$ cat src/rtl/piso_tx.sv
// Parallel-in serial-out transmitter: WIDTH-bit word in over valid/ready, one bit per clk out.
// Define PIPO_PARITY_EN to append an even-parity bit to every frame.
module piso_tx #(
    parameter int WIDTH     = 8,
    parameter int LSB_FIRST = 0
) (
    input  logic             clk,
    input  logic             rst,
    input  logic [WIDTH-1:0] par_in,
    input  logic             in_valid,
    output logic             in_ready,
    output logic             serial_out,
    output logic             frame_out,
    output logic             busy,
    output logic             done
);

    localparam int CW = $clog2(WIDTH);
    localparam logic [CW-1:0] LAST = CW'(WIDTH - 1);
    localparam logic [CW-1:0] PRE  = CW'(WIDTH - 2);

`ifdef PIPO_PARITY_EN
    typedef enum logic [1:0] {IDLE, SHIFT, PARITY} state_t;
    logic par_q, par_d;
`else
    typedef enum logic {IDLE, SHIFT} state_t;
`endif

    state_t           state_q, state_d;
    logic [CW-1:0]    cnt_q, cnt_d;
    logic [WIDTH-1:0] sh_q, sh_d;
    logic             serial_q, serial_d;
    logic             frame_q, frame_d;
    logic             busy_q, busy_d;
    logic             done_q, done_d;
    logic             accept;

`ifdef PIPO_PARITY_EN
    assign in_ready = !rst && ((state_q == IDLE) || (state_q == PARITY));
`else
    assign in_ready = !rst && ((state_q == IDLE) || ((state_q == SHIFT) && (cnt_q == LAST)));
`endif
    assign accept = in_valid && in_ready;

    always_comb begin
        state_d  = state_q;
        cnt_d    = cnt_q;
        sh_d     = sh_q;
`ifdef PIPO_PARITY_EN
        par_d    = par_q;
`endif
        serial_d = 1'b0;
        frame_d  = 1'b0;
        busy_d   = 1'b0;
        done_d   = 1'b0;

        case (state_q)
            SHIFT: begin
                if (cnt_q != LAST) begin
                    cnt_d    = cnt_q + CW'(1);
                    sh_d     = (LSB_FIRST != 0) ? (sh_q >> 1) : (sh_q << 1);
                    serial_d = (LSB_FIRST != 0) ? sh_q[1] : sh_q[WIDTH-2];
                    frame_d  = 1'b1;
                    busy_d   = 1'b1;
`ifndef PIPO_PARITY_EN
                    done_d   = (cnt_q == PRE);
`endif
                end else begin
                    cnt_d = '0;
                    sh_d  = '0;
`ifdef PIPO_PARITY_EN
                    state_d  = PARITY;
                    serial_d = par_q;
                    frame_d  = 1'b1;
                    busy_d   = 1'b1;
                    done_d   = 1'b1;
`else
                    state_d  = IDLE;
`endif
                end
            end
`ifdef PIPO_PARITY_EN
            PARITY: state_d = IDLE;
`endif
            default: state_d = IDLE;
        endcase

        // Accept overrides the end-of-frame return to IDLE, giving back-to-back frames.
        if (accept) begin
            state_d  = SHIFT;
            cnt_d    = '0;
            sh_d     = par_in;
            serial_d = (LSB_FIRST != 0) ? par_in[0] : par_in[WIDTH-1];
            frame_d  = 1'b1;
            busy_d   = 1'b1;
            done_d   = 1'b0;
`ifdef PIPO_PARITY_EN
            par_d    = ^par_in;
`endif
        end
    end

    always_ff @(posedge clk) begin
        if (rst) begin
            state_q  <= IDLE;
            cnt_q    <= '0;
            sh_q     <= '0;
            serial_q <= 1'b0;
            frame_q  <= 1'b0;
            busy_q   <= 1'b0;
            done_q   <= 1'b0;
`ifdef PIPO_PARITY_EN
            par_q    <= 1'b0;
`endif
        end else begin
            state_q  <= state_d;
            cnt_q    <= cnt_d;
            sh_q     <= sh_d;
            serial_q <= serial_d;
            frame_q  <= frame_d;
            busy_q   <= busy_d;
            done_q   <= done_d;
`ifdef PIPO_PARITY_EN
            par_q    <= par_d;
`endif
        end
    end

    assign serial_out = serial_q;
    assign frame_out  = frame_q;
    assign busy       = busy_q;
    assign done       = done_q;

endmodule

$ cat config.mk
export PLATFORM = sky130hd
export DESIGN_NAME = piso_tx
export DESIGN_NICKNAME = d
export VERILOG_FILES = /design/src/rtl/piso_tx.sv
export SDC_FILE = /design/constraint.sdc
export NUM_CORES = 1
export LEC_CHECK = 0
export BUFFER_PORTS_ARGS = -buffer_cell sky130_fd_sc_hd__clkbuf_2
export CAP_MARGIN = 30
export CELL_PAD_IN_SITES_DETAIL_PLACEMENT = 1
export CELL_PAD_IN_SITES_GLOBAL_PLACEMENT = 1
export CORE_UTILIZATION = 40
export DETAILED_ROUTE_END_ITERATION = 10
export PLACE_DENSITY = 0.83
export SYNTH_ARGS = -nofsm -noshare
export SYNTH_HDL_FRONTEND = slang
export SYNTH_SLANG_ARGS = --single-unit
export TNS_END_PERCENT = 50
$ cat constraint.sdc
create_clock -name clk -period 2 [get_ports clk]
set_input_delay 0.1 -clock clk [delete_from_list [all_inputs] [get_ports clk]]
set_output_delay 0.1 -clock clk [all_outputs]
set_load 0.005 [all_outputs]
==> flow_summary.ini <==
[run_status]
status = completed

[clock_network]
clock_latency_ns = 0.27
cts_buffer_depth = 2
clkTransAtPathRegs_ns = 0.09
cts_buffers = 3
clock-sinks = 13
htree_levels = 1
cts_tree = built
cts-root-buf = clkbuf_4

[synthesis]
syn-mean-instance-area_um2 = 9.78
ys.flop_type = dfxtp_1
yosysUniqueCellTypes = 23
ys_ff_latch = 13
yosysWarnings = 0
syn-instance-count = 66
async_flop_share_pct = 0
ys_seq_area_share_pct = 40.3
synth_edf_count = 0
synth_area_um2 = 646
syn_nets = 80

[route]
num_vias = 555
routed_via_density = 5.90
met1_length_um = 620
final_antenna_net_count = 0
totalWireLength_um = 1370
drt_pass1_iterations = 4
drc_errors = 0
wl_met3_um = 86
maxUsedRoutingLayer = met4
wl_met2_um = 655
drtIter0Drc = 11
wl_per_cell_um = 14.6

[sta]
rsz0062_at_grt = no
worst_slack_ns = 0.164
fin_crit_sh_pct = 91.8
finalHoldViolCount = 0
worst_slew_pin_slew_ns = 0.472
fin_setup_tns_ns = 0
fmax_mhz = 545
report.final.setup_viol = 0
fin_skew_ns = 0.00803
timing.slew.headroom_pct = 68.5
drv_slew = 0
period_minus_slack_ns = 1.84

[setup_path]
slowest_stage = dfxtp_1
setup.worst_path.start_class = register
cp_top_family = simple AND/OR/NAND/NOR gates
crit_buf_inv = 1
timing.rr.start = cnt_q[0]
path_cells = ha_1 -> ha_2 -> and2b_1 -> nor2_1 -> clkbuf_2
required_ns = 1.90
worstSetupPathType = register to output port
path_max_fanout = 11
worst_setup_path_end_kind = output port
crit_path_start = cnt_q[0]
cpPeakStageDelay_ns = 0.37
crit_arrival_ns = 1.74

[floorplan]
dieHeight_um = 42.2
rows = 14
die_area_um2 = 1780
core_area_um2 = 1510
initial_core_util_pct = 42.9
die_w_um = 42.2
ios = 16

[finish]
area_delta_synth_final_pct = 10.3
drive_gt1_share_pct = 24.4
antennaDiodeCount = 0
layout.nets = 93
fin_cells = 94
final_common_cell = clkbuf_2
final_cell_mix = 15 x clkbuf_2, 13 x dfxtp_1, 8 x nor2_1, 7 x mux2i_1

[grt]
overflow = 0
grt_pass1_wl_um = 2200
grt_max_degree = 22
grt_pass1_vias = 494
antenna_found_initial = 0
grt_use_total_pct = 16.3

[power]
power_density_nw_per_um2 = 724
p_leak_nw = 0.305
ir_drop_mv = 0.321

[place]
portBuffers = 15
place_congestion = 0.775
dp_hpwl_um = 983
post-place-ws_ns = 0.315
dp.cells = 90

[worst_hold_path]
hold_path_class = primary input to register
min_from = par_in[0]

[flow_run]
drv_cap = 0
==> cell usage after synthesis, drive strengths merged (2+ instances only) <==
| master | n | area [um2] |
|---|---|---|
| clkbuf | 2 | 17.5 |
| dfxtp | 13 | 260 |
| a21oi | 3 | 15.0 |
| mux2i | 7 | 70.1 |
| nor2 | 8 | 30.0 |
| nand2 | 2 | 7.51 |
| a32oi | 6 | 52.6 |
| buf | 5 | 40.0 |
| o22ai | 6 | 37.5 |
| ha | 3 | 37.5 |
| nor3b | 2 | 15.0 |
==> worst register-to-register path, stage by stage (launching register included) <==
cell and delay [ns]:
dfxtp_1 0.37, ha_1 0.18, ha_2 0.30, and2b_1 0.35
nand3b_1 0.22, a21oi_1 0.15
==> where the power goes <==
group	total, mW	switching [mW]	internal, mW
Combinational	0.0673	0.0371	0.0302
Sequential	0.282	0.0104	0.272
Clock	0.165	0.0883	0.0772
Total	0.515	0.136	0.379
==> per-layer routing <==
layer / vias up / GRT usage [%]
met5: - / 0
met1: 266 / 21.0
met3: 2 / 3.88
met4: 0 / 7.50
met2: 17 / 25.5
li1: 270 / -
==> repair_timing <==
| action | in CTS | in global routing |
|---|---|---|
| buffers inserted | 0 | 0 |
| resized for setup | 0 | 1 |
| endpoints found under the setup margin | 0 | 1 |
| hold buffers | 0 | 0 |
==> kinds of logic after synthesis <==
kind of cell,count (synthesis),share of synthesized area (%)
AOI/OAI and AO/OA,18,19.2
and+or+nand+nor,17,14.3
DFF,13,40.3
buffers and inverters,8,9.49
muxes,7,10.9
adders and majority gates,3,5.81
==> sequential cells by signal, summed over array words and instances (netlist names) <==
register / flops
serial_out: 1
sh_q: 7
cnt_q: 3
done: 1
busy: 1
==> per-stage QoR <==
step                instance area, um2  hold slack, ns  util, %  total power [mW]
finish                             712          0.0896     47.3             0.515
global route                       712          0.0953     47.3             0.536
CTS                                709          0.0861     47.1             0.519
detailed placement                 683           0.376     45.3             0.356
global placement                   683           0.370     45.3             0.353
floorplan                          646           0.216        -             0.336
==> worst paths after layout <==
check	endpoint	slack (ns)	cells past startpoint
worst max-delay path	in_ready	0.16	5
worst min-delay path	sh_q[0]	0.09	3
worst max register to register	serial_out	0.36	5
worst min register to register	serial_out	0.48	2
==> cell type report <==
cell class / instances / area [um2]
fillers: 188 / 795
inverters: 1 / 3.75
clock buffers: 4 / 26.3
repair buffers: 15 / 75.1
flip-flops and latches: 13 / 260
well taps: 16 / 20.0
multi-input cells: 45 / 327
(Power assumes the default switching activity.)
